==> config.mk <==
export PLATFORM = sky130hd
export DESIGN_NAME = pll_cfg_shifter_flat
export DESIGN_NICKNAME = d
export VERILOG_FILES = /design/src/rtl/pll_cfg_pkg.sv /design/src/rtl/pll_cfg_shifter_if.sv /design/src/rtl/pll_cfg_tick.sv /design/src/rtl/pll_cfg_shifter.sv /design/src/flat_wrapper.sv
export SDC_FILE = /design/constraint.sdc
export NUM_CORES = 1
export LEC_CHECK = 0
export ABC_AREA = 1
export CAP_MARGIN = 10
export CORE_MARGIN = 4
export CORE_UTILIZATION = 34
export DETAILED_ROUTE_END_ITERATION = 10
export GPL_TIMING_DRIVEN = 1
export PLACE_DENSITY = 0.63
export REMOVE_ABC_BUFFERS = 1
export SYNTH_ARGS = -nofsm -noshare
export SYNTH_HDL_FRONTEND = slang
export SYNTH_SLANG_ARGS = --single-unit
==> constraint.sdc <==
create_clock -name clk -period 3.9 [get_ports clk]
set_clock_uncertainty 0.15 [all_clocks]
set_input_delay 0.39 -clock clk [delete_from_list [all_inputs] [get_ports clk]]
set_output_delay 0.39 -clock clk [all_outputs]
set_load 0.01 [all_outputs]
==> src/rtl/pll_cfg_pkg.sv <==
// ----------------------------------------------------------------------------
// pll_cfg_pkg
// Shared types and constants for the PLL serial-configuration master.
//   state_t          : controller state encoding
//   CFG_WORD_BITS    : length of the PLL scan chain
//   *_LSB / *_W      : bit offset and width of each field in the word
// ----------------------------------------------------------------------------
package pll_cfg_pkg;

    typedef enum logic [2:0] {
        IDLE,
        SHIFT_LO,
        SHIFT_HI,
        SETTLE,
        DONE
    } state_t;

    localparam int CFG_WORD_BITS = 26;

    // Field layout, LSB first; DIVR lands in the MSBs and is shifted out first.
    localparam int SHIFTREG_DIV_MODE_LSB = 0;
    localparam int SHIFTREG_DIV_MODE_W   = 1;
    localparam int FDA_RELATIVE_LSB      = 1;
    localparam int FDA_RELATIVE_W        = 4;
    localparam int FDA_FEEDBACK_LSB      = 5;
    localparam int FDA_FEEDBACK_W        = 4;
    localparam int FILTER_RANGE_LSB      = 9;
    localparam int FILTER_RANGE_W        = 3;
    localparam int DIVQ_LSB              = 12;
    localparam int DIVQ_W                = 3;
    localparam int DIVF_LSB              = 15;
    localparam int DIVF_W                = 7;
    localparam int DIVR_LSB              = 22;
    localparam int DIVR_W                = 4;

endpackage

==> src/rtl/pll_cfg_shifter_if.sv <==
// ----------------------------------------------------------------------------
// pll_cfg_shifter_if
// Request/response bundle between a control block and the configuration
// shifter.
//   start   : request a load (master -> slave)
//   cfg_in  : configuration word (master -> slave)
//   busy    : load in progress (slave -> master)
//   done    : one-cycle completion pulse (slave -> master)
//   cfg_out : readback word (slave -> master)
// ----------------------------------------------------------------------------
interface pll_cfg_shifter_if #(
    parameter int CFG_BITS = 26
);
    logic                start;
    logic [CFG_BITS-1:0] cfg_in;
    logic                busy;
    logic                done;
    logic [CFG_BITS-1:0] cfg_out;

    modport master (output start, cfg_in, input busy, done, cfg_out);
    modport slave  (input start, cfg_in, output busy, done, cfg_out);
endinterface

==> src/rtl/pll_cfg_tick.sv <==
// ----------------------------------------------------------------------------
// pll_cfg_tick
// Phase timer: counts CLK_DIV cycles from each load.
//   clk  : system clock
//   rst  : synchronous active-high reset
//   load : restart the phase (asserted on the edge that enters a state)
//   tc   : high in the last cycle of the phase
// ----------------------------------------------------------------------------
module pll_cfg_tick #(
    parameter int CLK_DIV = 4
) (
    input  logic clk,
    input  logic rst,
    input  logic load,
    output logic tc
);
    localparam int                CW     = $clog2(CLK_DIV + 1);
    localparam logic [CW-1:0]     RELOAD = CW'(CLK_DIV - 1);

    logic [CW-1:0] cnt;

    // NOTE: sequential state uses non-blocking assignments so every flop
    // samples pre-edge values regardless of process ordering.
    always_ff @(posedge clk) begin
        if (rst)
            cnt <= '0;
        else if (load)
            cnt <= RELOAD;
        else if (cnt != '0)
            cnt <= cnt - 1'b1;
    end

    // Loading CLK_DIV-1 makes a phase last exactly CLK_DIV cycles,
    // including CLK_DIV=1 where the first cycle is already terminal.
    assign tc = (cnt == '0);
endmodule

==> src/rtl/pll_cfg_shifter.sv <==
// ----------------------------------------------------------------------------
// pll_cfg_shifter
// Serial-configuration master for the PLL test port. Shifts a CFG_BITS word
// MSB first on sdi/sclk while holding the PLL in reset, then releases it.
//   clk, rst   : system clock, synchronous active-high reset
//   bus        : start/cfg_in/busy/done/cfg_out (slave modport)
//   sclk, sdi  : scan clock and data to the PLL (flop outputs)
//   sdo        : scan data from the PLL
//   pll_resetb : active-low PLL reset (flop output)
// Build option: define PLL_CFG_READBACK_EN to capture sdo into cfg_out;
// otherwise cfg_out is tied to zero and sdo is ignored.
// ----------------------------------------------------------------------------
module pll_cfg_shifter
    import pll_cfg_pkg::*;
#(
    parameter int CFG_BITS = 26,
    parameter int CLK_DIV  = 4
) (
    input  logic                  clk,
    input  logic                  rst,
    pll_cfg_shifter_if.slave      bus,
    output logic                  sclk,
    output logic                  sdi,
    input  logic                  sdo,
    output logic                  pll_resetb
);
    localparam int BW = $clog2(CFG_BITS + 1);

    state_t              state, next_state;
    logic [CFG_BITS-1:0] data_q;
    logic [BW-1:0]       bit_cnt;
    logic                tc;
    logic                phase_load;
    logic                hi_exit;
    logic                accept;
    logic                busy_q;
    logic                done_q;

    assign accept     = (state == IDLE) && bus.start;
    assign hi_exit    = (state == SHIFT_HI) && tc;
    assign phase_load = (next_state != state);

    pll_cfg_tick #(.CLK_DIV(CLK_DIV)) u_tick (
        .clk  (clk),
        .rst  (rst),
        .load (phase_load),
        .tc   (tc)
    );

    always_ff @(posedge clk) begin
        if (rst)
            state <= IDLE;
        else
            state <= next_state;
    end

    // NOTE: next_state gets its default before the case so no path leaves
    // it unassigned, which would infer a latch.
    always_comb begin
        next_state = state;
        case (state)
            IDLE:     if (bus.start) next_state = SHIFT_LO;
            SHIFT_LO: if (tc)        next_state = SHIFT_HI;
            SHIFT_HI: if (tc)        next_state = (bit_cnt == BW'(1)) ? SETTLE : SHIFT_LO;
            SETTLE:   if (tc)        next_state = DONE;
            DONE:                    next_state = IDLE;
            default:                 next_state = IDLE;
        endcase
    end

    // Pin-level outputs are registered from next_state so they change on the
    // same edge as the state and never glitch.
    // NOTE: the shift register is reset even though it is reloaded on accept,
    // because sdi is taken straight from its MSB and must be 0 out of reset.
    always_ff @(posedge clk) begin
        if (rst) begin
            data_q     <= '0;
            bit_cnt    <= '0;
            sclk       <= 1'b0;
            pll_resetb <= 1'b0;
            busy_q     <= 1'b0;
            done_q     <= 1'b0;
        end else begin
            if (accept) begin
                data_q  <= bus.cfg_in;
                bit_cnt <= BW'(CFG_BITS);
            end else if (hi_exit) begin
                // Zeros fill from the LSB, so sdi is 0 once the word is out.
                data_q  <= data_q << 1;
                bit_cnt <= bit_cnt - 1'b1;
            end
            sclk   <= (next_state == SHIFT_HI);
            busy_q <= (next_state == SHIFT_LO) || (next_state == SHIFT_HI) ||
                      (next_state == SETTLE);
            done_q <= (next_state == DONE);
            // Released in DONE; held low during any load; kept as-is in IDLE.
            if (next_state == DONE)
                pll_resetb <= 1'b1;
            else if (next_state != IDLE)
                pll_resetb <= 1'b0;
        end
    end

    assign sdi      = data_q[CFG_BITS-1];
    assign bus.busy = busy_q;
    assign bus.done = done_q;

`ifdef PLL_CFG_READBACK_EN
    logic [CFG_BITS-1:0] rb_q;
    logic [CFG_BITS-1:0] cfg_out_q;

    always_ff @(posedge clk) begin
        if (rst) begin
            rb_q      <= '0;
            cfg_out_q <= '0;
        end else begin
            if (hi_exit)
                rb_q <= (rb_q << 1) | CFG_BITS'(sdo);
            // Last capture happened at the final SHIFT_HI exit, so rb_q is
            // complete by the time SETTLE hands over to DONE.
            if (next_state == DONE)
                cfg_out_q <= rb_q;
        end
    end

    assign bus.cfg_out = cfg_out_q;
`else
    logic unused_sdo;
    assign unused_sdo  = sdo;
    assign bus.cfg_out = '0;
`endif

endmodule

==> src/flat_wrapper.sv <==
// flat-port wrapper written by rule: the top's interface ports become plain ports
module pll_cfg_shifter_flat import pll_cfg_pkg::*;
#(
    parameter int CFG_BITS = 26,
    parameter int CLK_DIV  = 4
)
  (clk, rst, sclk, sdi, sdo, pll_resetb, bus_start, bus_cfg_in, bus_busy, bus_done, bus_cfg_out);
  pll_cfg_shifter_if #(.CFG_BITS(CFG_BITS)) bus_i ();
  input  logic clk;
  input  logic rst;
  output logic sclk;
  output logic sdi;
  input  logic sdo;
  output logic pll_resetb;
  input wire logic [$bits(bus_i.start)-1:0] bus_start;
  input wire logic [$bits(bus_i.cfg_in)-1:0] bus_cfg_in;
  output wire logic [$bits(bus_i.busy)-1:0] bus_busy;
  output wire logic [$bits(bus_i.done)-1:0] bus_done;
  output wire logic [$bits(bus_i.cfg_out)-1:0] bus_cfg_out;
  assign bus_i.start = bus_start;
  assign bus_i.cfg_in = bus_cfg_in;
  assign bus_busy = bus_i.busy;
  assign bus_done = bus_i.done;
  assign bus_cfg_out = bus_i.cfg_out;
  pll_cfg_shifter #(.CFG_BITS(CFG_BITS), .CLK_DIV(CLK_DIV)) u_core (.clk(clk), .rst(rst), .bus(bus_i), .sclk(sclk), .sdi(sdi), .sdo(sdo), .pll_resetb(pll_resetb));
endmodule
==> impl_metrics.py <==
metrics = {
    "layout": {
        "area_delta_synth_final_pct": 13.8,
        "layout-drive-gt1-share_pct": 6.06,
        "diodes": 0,
        "fin_nets": 331,
        "fillers": 653,
        "layoutNonFillerInstCount": 372,
    },
    "outcome": {
        "status": "finished clean",
    },
    "pwr": {
        "seq_power_share_pct": 40.5,
        "switching_share_pct": 40.9,
        "power.density_mw_per_mm2": 711,
        "p_clk_share_pct": 16.9,
        "combPwrFrac_pct": 42.6,
        "ir_drop_v": 0.000294,
        "p_switching_mw": 0.688,
        "intPower_mw": 0.996,
        "p_leak_nw": 0.944,
    },
    "critical_path": {
        "cp_num_buf_inv": 1,
        "max_stage_delay_ps": 650,
        "critPathArrivalTime_ps": 2360,
        "critPathTopFamily": "simple AND/OR/NAND/NOR gates",
        "crit_path_end_kind": "flop",
        "cp_slowest_cell": "nand2_4",
        "path_cells": "clkdlybuf4s50_1, nand3_2, nand2_4, o21ai_2, nor3b_2",
        "cp-start-kind": "input pin",
        "critPathKind": "in2reg",
        "worstPathMaxFanout": 51,
        "cp.required_ps": 3930,
    },
    "timing": {
        "max_freq_mhz": 429,
        "rsz0062_at_grt": "no",
        "finalCriticalPeriod_ps": 2330,
        "tightestPinTransition_ps": 833,
        "tns_ps": 0,
        "maxSlewViolCount": 0,
        "hold_viol_final": 0,
        "finalSetupViolations": 0,
        "fin_crit_sh_pct": 59.7,
        "relSlewSlack_pct": 44.4,
    },
    "global_route": {
        "grt_pass1_vias": 1525,
        "grt_max_degree": 52,
        "grt_pass1_wl_microns": 6570,
        "antenna_found_initial": 0,
        "grt_usage_pct": 11.1,
        "grt_overflow": 0,
    },
    "flow_run": {
        "max_cap_viol_count": 0,
    },
    "placement": {
        "routabilityCongestion": 0.735,
        "io_buffer_count": 33,
        "hpwl_microns": 2610,
        "dpl.cell_count": 365,
    },
    "synth": {
        "syn_area_per_cell_sq_um": 7.60,
        "ys_seq_elements": 41,
        "synth.distinct_cells": 31,
        "ys_warn_count": 0,
        "synthesis.area_sq_mm": 0.00208,
        "async_flop_share_pct": 0,
        "netlist_instances": 274,
        "seq_area_frac_synth_pct": 39.4,
        "synth_flop_cell": "dfxtp_1",
        "synth_edf_count": 0,
    },
    "routing": {
        "num_vias": 1690,
        "firstDrtPassIters": 4,
        "final_antenna_net_count": 0,
        "wirelength_microns": 3870,
        "drtIter0Drc": 118,
        "drt_drc_violations_left": 0,
        "vias_per_cell": 4.54,
        "wl_per_cell_microns": 10.4,
    },
    "floorplanning": {
        "coreArea_sq_mm": 0.00592,
        "die_x_microns": 86.3,
        "initial_core_util_pct": 35.2,
        "fp-row-count": 28,
        "die_height_microns": 86.3,
        "dieArea_sq_mm": 0.00744,
        "ios": 61,
    },
    "clock_network": {
        "cts_setup_buffers": 0,
        "h-tree-depth": 2,
        "ctsResizeCount": 0,
        "cts-root-buf": "clkbuf_8",
        "cts_sinks": 41,
        "cts_tree": "built",
        "clkLatencyLatePin_ps": 300,
        "hold_buffers": 0,
        "cts_buffer_depth": 2,
        "clk_pin_slew_ps": 80,
        "numCtsBuffers": 5,
    },
    "worst_hold_path": {
        "hp-class": "reg2reg",
    },
}
==> synthesized netlist by cell type (2+ instances only) <==
library cell | number | area share [%]
buf_2 | 4 | 0.96
nand3_1 | 4 | 0.96
o21ai_0 | 13 | 3.1
xor2_1 | 2 | 0.84
buf_6 | 8 | 4.3
nor2_1 | 15 | 2.7
ha_1 | 4 | 2.4
dfxtp_1 | 41 | 39
nor3_1 | 4 | 0.96
a31oi_1 | 24 | 7.2
nand2_1 | 69 | 12
nor4_1 | 2 | 0.60
inv_1 | 14 | 2.5
o21ai_1 | 16 | 3.8
clkbuf_1 | 4 | 0.72
a21oi_1 | 7 | 1.7
nor2_2 | 4 | 1.2
buf_4 | 26 | 9.4
==> layout make-up <==
class	count	area [sq um]	share of cell area, %
clock inverter	1	7.51	0.317
inverter	16	62.6	2.64
clock buffer	6	82.6	3.48
sequential	41	821	34.6
multi-input combinational	200	972	41.0
timing repair buffer	33	330	13.9
tap	75	93.8	3.96
==> state kept, by name, summed over array words and instances, names as in the netlist <==
name               flops
u_core.data_q         26
u_core.bit_cnt         5
u_core.state           3
u_core.u_tick.cnt      3
u_core.bus.busy        1
u_core.bus.done        1
u_core.pll_resetb      1
u_core.sclk            1
==> through the flow <==
stage / setup slack, ps / cell area, sq um / total power [mW] / hold slack, ps / utilization (%)
2_1_floorplan: 2020 / 1860 / 1.22 / 296 / -
3_3_place_gp: 1220 / 2280 / 1.40 / 312 / 38.5
3_5_place_dp: 1210 / 2280 / 1.42 / 319 / 38.5
4_1_cts: 1540 / 2370 / 1.71 / 331 / 40.0
5_1_grt: 1300 / 2370 / 1.87 / 350 / 40.0
6_report: 1570 / 2370 / 1.68 / 328 / 40.0
==> cell usage in the layout, fill, tap and decap left out, drive strengths merged, types with 4 or more instances in the layout <==
| cell type | n |
|---|---|
| nor3 | 4 |
| conb | 26 |
| a21oi | 7 |
| ha | 4 |
| nand2 | 71 |
| nand3 | 5 |
| inv | 16 |
| o21ai | 30 |
| a31oi | 24 |
| dfxtp | 41 |
| clkdlybuf4s50 | 33 |
| nor2 | 19 |
| clkbuf | 6 |
==> path summary, 6_finish.rpt <==
check	slack, ps	end	cells past startpoint	startpoint
hold reg to reg	330	u_core.data_q[24]	2	u_core.data_q[23]
hold / removal	330	u_core.data_q[24]	2	u_core.data_q[23]
setup / recovery	1570	u_core.sclk	5	bus_start
setup reg to reg	1600	u_core.sclk	5	u_core.state[1]
==> logic make-up after synthesis <==
kind of cell    Yosys count  synth area share [%]
flops                    41                  39.4
xor+xnor                  2                 0.841
simple gates            104                  21.5
compound gates           64                  17.3
other cells               1                 0.180
buf+inv                  58                  18.4
fa+ha+maj                 4                  2.40
==> worst register-to-register path, delay by kind of cell, from the launching register on <==
| family | cells | cell delay, ps |
|---|---|---|
| DFF | 1 | 380 |
| AOI/OAI and AO/OA | 1 | 140 |
| and+or+nand+nor | 4 | 1510 |
==> power by group through the flow <==
stage,Combinational [mW],Sequential [mW],Clock [mW]
2_1_floorplan,0.544,0.677,0
3_3_place_gp,0.717,0.686,0
3_5_place_dp,0.730,0.688,0
4_1_cts,0.731,0.680,0.297
5_1_grt,0.847,0.706,0.313
6_report,0.718,0.682,0.285
==> per-layer routing <==
metal	track usage, %	wire length, microns	vias up
met3	3.90	245	7
met5	0	0	-
met1	12.7	1750	746
li1	-	-	899
met2	18.5	1800	38
met4	5.10	77	0
Note: power is estimated with default switching activity, not from simulation.
